[src/rtl/cordic_req_sched_pkg.sv]
// rtl/cordic_req_sched_pkg.sv - shared types and constants for the CORDIC request scheduler
package cordic_req_sched_pkg;

   localparam int CORDIC_ITERS = 8;
   localparam int ANGLE_W_DEF  = 8;

   typedef enum logic [1:0] {
      ST_IDLE = 2'd0,
      ST_RUN  = 2'd1,
      ST_RESP = 2'd2
   } state_t;

   // Index following idx in a ring of n entries.
   function automatic int next_idx(input int idx, input int n);
      return (idx + 1 >= n) ? 0 : idx + 1;
   endfunction

endpackage

[src/rtl/cordic_req_sched_rr_arbiter.sv]
// rtl/cordic_req_sched_rr_arbiter.sv - combinational round-robin arbiter, pointer held by caller
module cordic_req_sched_rr_arbiter
   import cordic_req_sched_pkg::*;
#(
   parameter  int N     = 4,
   localparam int IDX_W = $clog2(N)
) (
   input  logic [N-1:0]     req,
   input  logic             enable,
   input  logic [IDX_W-1:0] ptr,
   output logic [N-1:0]     gnt,
   output logic [IDX_W-1:0] gnt_idx
);

   // Scan from ptr upward, wrapping, and grant the first active request.
   always_comb begin
      logic [IDX_W-1:0] j;
      logic             found;
      gnt     = '0;
      gnt_idx = '0;
      found   = 1'b0;
      j       = ptr;
      for (int i = 0; i < N; i++) begin
         if (enable && !found && req[j]) begin
            gnt[j]  = 1'b1;
            gnt_idx = j;
            found   = 1'b1;
         end
         j = IDX_W'(next_idx(int'(j), N));
      end
   end

endmodule

[src/rtl/cordic_req_sched.sv]
// rtl/cordic_req_sched.sv - shares one CORDIC sin/cos datapath among several requesters
module cordic_req_sched
   import cordic_req_sched_pkg::*;
#(
   parameter  int N_REQ   = 4,
   parameter  int ANGLE_W = ANGLE_W_DEF,
   parameter  int TIMEOUT = 2 * CORDIC_ITERS,
   localparam int ID_W    = $clog2(N_REQ)
) (
   input  logic                     clk,
   input  logic                     reset,
   input  logic [N_REQ-1:0]         req_valid,
   input  logic [N_REQ*ANGLE_W-1:0] req_angle,
   output logic [N_REQ-1:0]         req_ready,
   output logic [ANGLE_W-1:0]       dp_angle,
   output logic                     dp_init_n,
   input  logic                     dp_halt,
   input  logic [ANGLE_W-1:0]       dp_cos,
   input  logic [ANGLE_W-1:0]       dp_sin,
   output logic                     rsp_valid,
   input  logic                     rsp_ready,
   output logic [ID_W-1:0]          rsp_id,
   output logic [ANGLE_W-1:0]       rsp_cos,
   output logic [ANGLE_W-1:0]       rsp_sin,
   output logic                     rsp_err,
   output logic                     busy
);

   localparam int CNT_W = $clog2(TIMEOUT);

   state_t             state, state_nx;
   logic [ID_W-1:0]    ptr, gnt_idx;
   logic [N_REQ-1:0]   gnt;
   logic [CNT_W-1:0]   cnt;
   logic [ANGLE_W-1:0] sel_angle;
   logic               grant_en, take, halt_hit, to_hit, rsp_done;

   // Grants are only offered while idle, so RESP handshake cycles never grant.
   assign grant_en  = (state == ST_IDLE);
   assign req_ready = gnt;
   assign busy      = (state != ST_IDLE);

   cordic_req_sched_rr_arbiter #(.N(N_REQ)) u_arb (
      .req     (req_valid),
      .enable  (grant_en),
      .ptr     (ptr),
      .gnt     (gnt),
      .gnt_idx (gnt_idx)
   );

   // Pick the granted requester's angle slice.
   always_comb begin
      sel_angle = '0;
      for (int i = 0; i < N_REQ; i++) begin
         if (gnt_idx == ID_W'(i)) sel_angle = req_angle[i*ANGLE_W +: ANGLE_W];
      end
   end

   // Next-state logic; datapath is released from init only while a job runs.
   always_comb begin
      state_nx  = state;
      dp_init_n = 1'b0;
      take      = 1'b0;
      halt_hit  = 1'b0;
      to_hit    = 1'b0;
      rsp_done  = 1'b0;
      case (state)
         ST_IDLE: begin
            if (|gnt) begin
               take     = 1'b1;
               state_nx = ST_RUN;
            end
         end
         ST_RUN: begin
            dp_init_n = 1'b1;
            // A HALT seen on the first RUN cycle is left over from the previous job.
            if (dp_halt && cnt != '0) begin
               halt_hit = 1'b1;
               state_nx = ST_RESP;
            end else if (cnt == CNT_W'(TIMEOUT - 1)) begin
               to_hit   = 1'b1;
               state_nx = ST_RESP;
            end
         end
         ST_RESP: begin
            if (rsp_ready) begin
               rsp_done = 1'b1;
               state_nx = ST_IDLE;
            end
         end
         default: state_nx = ST_IDLE;
      endcase
   end

   // State register.
   always_ff @(posedge clk or negedge reset) begin
      if (!reset) state <= ST_IDLE;
      else        state <= state_nx;
   end

   // Job launch, cycle counter and response capture registers.
   always_ff @(posedge clk or negedge reset) begin
      if (!reset) begin
         ptr       <= '0;
         cnt       <= '0;
         dp_angle  <= '0;
         rsp_id    <= '0;
         rsp_cos   <= '0;
         rsp_sin   <= '0;
         rsp_err   <= 1'b0;
         rsp_valid <= 1'b0;
      end else begin
         if (take) begin
            dp_angle <= sel_angle;
            rsp_id   <= gnt_idx;
            ptr      <= ID_W'(next_idx(int'(gnt_idx), N_REQ));
            cnt      <= '0;
         end else if (state == ST_RUN) begin
            cnt <= cnt + CNT_W'(1);
         end
         if (halt_hit) begin
            rsp_cos   <= dp_cos;
            rsp_sin   <= dp_sin;
            rsp_err   <= 1'b0;
            rsp_valid <= 1'b1;
         end else if (to_hit) begin
            rsp_cos   <= '0;
            rsp_sin   <= '0;
            rsp_err   <= 1'b1;
            rsp_valid <= 1'b1;
         end else if (rsp_done) begin
            rsp_valid <= 1'b0;
         end
      end
   end

endmodule

[config.mk]
export PLATFORM = sky130hd
export DESIGN_NAME = cordic_req_sched
export DESIGN_NICKNAME = d
export VERILOG_FILES = /design/src/rtl/cordic_req_sched_pkg.sv /design/src/rtl/cordic_req_sched_rr_arbiter.sv /design/src/rtl/cordic_req_sched.sv
export SDC_FILE = /design/constraint.sdc
export NUM_CORES = 1
export LEC_CHECK = 0
export CAP_MARGIN = 15
export CORE_MARGIN = 3
export CORE_UTILIZATION = 44
export CTS_CLUSTER_DIAMETER = 30
export DETAILED_ROUTE_END_ITERATION = 6
export PLACE_DENSITY = 0.81
export SYNTH_ARGS = -nofsm -noshare
export SYNTH_HDL_FRONTEND = slang
export SYNTH_SLANG_ARGS = --single-unit
[constraint.sdc]
create_clock -name clk -period 4.7 [get_ports clk]
set_clock_uncertainty 0.2 [all_clocks]
set_input_delay 0.94 -clock clk [delete_from_list [all_inputs] [get_ports clk]]
set_output_delay 0.94 -clock clk [all_outputs]
set_load 0.02 [all_outputs]
# After elaboration in Yosys (flattened, before gate mapping)
# Index checks and enable logic that the tools add are counted.
# Widths: inputs -> output; s select.
# classes
eq_ne	9
order_cmp	12
bitwise_logic	3
muxes	60
n_addsub	5
reduce_logical	24
# op_table
op	count
$mux 8	7
$mux 1	26
$mux 2	12
$mux 4	6
$add 2x1->3 const B	4
$ge 3x3->1 const B	4
$logic_and 1x1->1	12
$lt 2x3->1 const B	4
$or 4x4->4	3
$bmux 1 s2	4
$demux 1 s2	4
$ge 2x1->1 const B	4
$eq 2x2->1 const B	3
$pmux 2 s3	1
$reduce_bool 2->1	3
$add 4x1->4 const B	1
$eq 2x1->1 const B	2
$eq 4x4->1 const B	1
$logic_not 2->1	2
$ne 2x2->1 const B	2
$reduce_bool 4->1	1
$reduce_or 4->1	1
$logic_not 1->1	3
$ne 3x3->1 const B	1
2 further kinds	2
# totals
regBits	36
output_inout_bits	34

# Depth between registers and ports, before layout
# depth
word_depth	21
mapped_depth	18
mapped_depth_nobuf	14

# Cells and area by module
# From an unflattened synthesis, not the netlist that was laid out.
# unflattened
hier_cells	266
area_unflattened_um2	2484.9
# by_module_without_submodules
mod	instances	cells_per_inst	seq_area_each_um2	area_each_um2
cordic_req_sched	1	196	900.9	1951.9
cordic_req_sched_rr_arbiter	1	70	0.0	533.0

# Worst setup path after synthesis
# Ideal clock, no wire load.
# synth_path
kind	in2reg
startpoint	in req_valid[3]
endpoint	reg dp_angle[3]
path_buffers	1
t_arrival_ns	3.878
slack_ns	0.497
t_required_ns	4.375
path_stages	9
path_cell_list	mux4_2 nand2b_1 or3b_2 o21bai_1 a32oi_1 ha_1 dlygate4sd3_1 o21ai_0 mux2_4
# synth_via
elab_chain_cells	21
# synth_rtl
element	line_no	source
from (decl)	cordic_req_sched.sv:12	input logic [N_REQ-1:0] req_valid,
$bmux 1 s2	cordic_req_sched_rr_arbiter.sv:24	if (enable && !found && req[j]) begin
$mux 1 (not written as such)	cordic_req_sched_rr_arbiter.sv:24	
$logic_and 1x1->1	cordic_req_sched_rr_arbiter.sv:24	
$mux 1	cordic_req_sched_rr_arbiter.sv:24	
$logic_not 1->1	cordic_req_sched_rr_arbiter.sv:24	
$logic_and 1x1->1 (2 in a row)	cordic_req_sched_rr_arbiter.sv:24	
$mux 1	cordic_req_sched_rr_arbiter.sv:24	
$logic_not 1->1	cordic_req_sched_rr_arbiter.sv:24	
$logic_and 1x1->1 (2 in a row)	cordic_req_sched_rr_arbiter.sv:24	
$mux 1	cordic_req_sched_rr_arbiter.sv:24	
$logic_not 1->1	cordic_req_sched_rr_arbiter.sv:24	
$logic_and 1x1->1 (2 in a row)	cordic_req_sched_rr_arbiter.sv:24	
$mux 2 (*)	cordic_req_sched_rr_arbiter.sv:24	
via gnt_idx[1]	cordic_req_sched.sv:32	logic [ID_W-1:0] ptr, gnt_idx;
$logic_not 2->1	cordic_req_sched.sv:55	if (gnt_idx == ID_W'(i)) sel_angle = req_angle[i*ANGLE_W +: ANGLE_W];
$mux 8 (3 in a row)	cordic_req_sched.sv:55	
$mux 8 (*)	cordic_req_sched.sv:55	
to (signal assigned)	cordic_req_sched.sv:114	dp_angle <= sel_angle;
to (decl)	cordic_req_sched.sv:15	output logic [ANGLE_W-1:0] dp_angle,
# The timed path passes the listed nets; every way through them passes the cells marked *. The select of a mux whose other input is x is not followed.
# A chain may end at the register's enable or synchronous reset.

# Worst setup path in the final report
# layout_path
startpoint	in req_valid[1]
endpoint	reg dp_angle[7]
# Same word-level chain as after synthesis.

==> impl_metrics.tcl <==
set metrics [dict create \
    num_rows 25 \
    port_buffers 89 \
    ys_types 43 \
    cts_root_buf "clkbuf_8" \
    placed_cells 370 \
    holdBufCountCts 0 \
    ff2ff_setup_slack_ns 0.51 \
    syn-cell-area_um2 2237 \
    finalSetupViolCount 0 \
    grt_pass1_wl_um 9404 \
    grt_pass1_vias 1941 \
    antenna_left 0 \
    startpoint "req_valid[1]" \
    async_reset_ff_share_pct 100.0 \
    die_w_um 77.31 \
    cp_max_fo 10 \
    drive_gt1_share_pct 13.42 \
    syn-mean-instance-area_um2 10.36 \
    grt_overflow 0 \
    grt.total_usage_pct 19.43 \
    dr.first_iter.drc_count 159 \
    synthFlopType "dfrtp_1" \
    cp-end-kind "flip-flop" \
    yosysWarnings 0 \
    vias_per_cell 5.297 \
    dp_hpwl_um 4397 \
    cap_violations 0 \
    fmax_mhz 227.2 \
    instances_no_fill 380 \
    clockBufferDepth 2 \
    final_common_cell "clkdlybuf4s50_1" \
    cts_tree "done" \
    grt_antenna_before_repair 0 \
    drcViolationCount 0 \
    cts_made_buffers 5 \
    yosysTopAreaCell "dfrtp_1" \
    syn_nets 286 \
    status "finished, final reports clean" \
    die-area_um2 5976 \
    power.leakage_nw 1.498 \
    slew_headroom_pct 46.90 \
    crit_type "primary input to flip-flop" \
    initial_core_util_pct 46.44 \
    clk_latency_ns 0.29 \
    rsz0062_at_grt "no" \
    final-hold-violation-count 0 \
    synth_cells 216 \
    num_antenna_cells 0 \
    die_height_um 77.31 \
    synth_top_area_share_pct 40.27 \
    r2r-end "dp_angle[7]" \
    drt-total-wl_um 5740 \
    num_vias 2013 \
    worst_pin_slew_ns 0.7964 \
    synth.area.top_cells "dfrtp_1 (40%), ha_1 (7.8%), a22o_1 (6.3%)" \
    routedWlPerCell_um 15.11 \
    io_pins 90 \
    final_util_pct 68.60 \
    critical_path_required_ns 4.73 \
    drt-pass1-iter-count 4 \
    gp_congestion 0.8402 \
    startpoint_type "primary input" \
    fin_setup_tns_ns 0 \
    cp-endpoint "dp_angle[7]" \
    core_um2 4817 \
    ys_seq_area_share_pct 40.27 \
    ys_ff_latch 36 \
    synth_edf_count 0 \
    final_cell_mix "clkdlybuf4s50_1 (84), dfrtp_1 (36), nand2_1 (17), a22o_1 (16)" \
    vdd_drop_max_uv 403.9 \
    cts_sinks 36 \
    clkTransAtPathRegs_ns 0.07 \
    worst_ep_arrival_time_ns 4.43 \
    syn_to_final_growth_pct 47.71 \
    final_nets 382 \
    min_path_type "flip-flop to flip-flop" \
    finalPower_mw 2.481 \
    reg2reg_from "ptr[1]" \
    p_per_area_nw_per_um2 750.7 \
    htreeDepth 2 \
    ff2ff_path_depth 14 \
    grt_max_degree 37 \
    slew_viol_final 0 \
    fin_crit_ns 4.402 \
    fin_crit_sh_pct 93.65 \
]
cell families (layout without fill, tap and decap cells):
kind of cell / count (synthesis) / in the layout / share of synthesized area (%)
AO/OA/AOI/OAI: 71 / 71 / 22.54
flip-flops: 36 / 36 / 40.27
buffers and inverters: 28 / 125 / 7.103
XOR/XNOR: 1 / 1 / 0.3916
multiplexers: 17 / 17 / 10.63
adder cells (fa/ha/maj): 14 / 14 / 7.830
AND/OR/NAND/NOR: 49 / 49 / 11.24
metal layers:
layer / global-route usage (%) / share of wire (%)
met4: 4.270 / 0.75
met3: 5.282 / 6.8
met2: 31.00 / 48
met5: 0 / 0
met1: 26.38 / 45
worst max-delay path, cell delays in order:
cell	delay, ns
clkdlybuf4s50_1	0.49
mux4_2	0.50
nand2b_1	0.17
or3b_2	0.55
o21bai_1	0.19
a32oi_1	0.24
inv_1	0.10
ha_1	0.31
nor2b_2	0.29
a22oi_1	0.11
nor2_1	0.14
a21oi_1	0.06
o21ai_0	0.17
mux2_2	0.17
final cells by class:
type | count | area, µm²
well taps | 67 | 83.83
clock inverters | 1 | 7.507
inverters | 16 | 60.06
flip-flops and latches | 36 | 900.9
multi-input cells | 152 | 1180
repair buffers | 101 | 985.9
fillers | 402 | 1513
clock buffers | 7 | 86.33
registers in the layout, summed over array words and instances, names as in the netlist:
name       count
cnt            4
rsp_id         2
rsp_sin        8
ptr            2
rsp_err        1
rsp_cos        8
state          2
rsp_valid      1
dp_angle       8
through the flow:
stage | setup WS, ns | hold slack [ns] | instance area (µm²)
floorplan | 0.4969 | 0.3172 | 2237
global placement | 0.05496 | 0.2872 | 3183
detailed placement | -0.1066 | 0.2919 | 3183
CTS | 0.01204 | 0.3128 | 3277
global route | 0.07141 | 0.3260 | 3304
finish | 0.2983 | 0.3108 | 3304
repair_timing:
item | in CTS | in global routing
hold endpoints to repair | 0 | 0
resized for setup | 0 | 5
setup endpoints to repair | 1 | 11
buffers inserted | 0 | 2
pin swaps | 1 | 1
gates cloned | 0 | 0
how the worst min path moves through the flow:
stage / startpoint / endpoint / cells after the start / slack (ns)
after floorplan: state[0] / rsp_valid / 2 / 0.32
after global placement: rsp_cos[0] / rsp_cos[0] / 1 / 0.29
after detailed placement: rsp_cos[6] / rsp_cos[6] / 1 / 0.29
after CTS: rsp_sin[6] / rsp_sin[6] / 1 / 0.31
after global routing: rsp_sin[6] / rsp_sin[6] / 1 / 0.33
final: rsp_cos[7] / rsp_cos[7] / 1 / 0.31
synthesized netlist by cell type, types with 2 or more instances:
cell,number
buf_12,2
a21o_1,2
mux2i_1,2
clkbuf_1,7
nand2b_1,4
a22oi_1,8
o211ai_1,2
a32oi_1,5
nor2_1,13
dfrtp_1,36
inv_1,15
a22o_1,16
mux2_2,8
nor2b_1,3
nand2_1,17
or4b_2,2
a21oi_1,13
mux4_2,3
o221ai_1,3
mux2_4,4
o21ai_0,15
buf_6,2
ha_1,14
where the power goes:
part	leakage [nW]	switching [mW]	internal (mW)
clock	0.0445	0.111	0.119
sequential	0.450	0.101	0.461
combinational	1.00	0.850	0.840
Note: power is estimated with default switching activity, not from simulation.
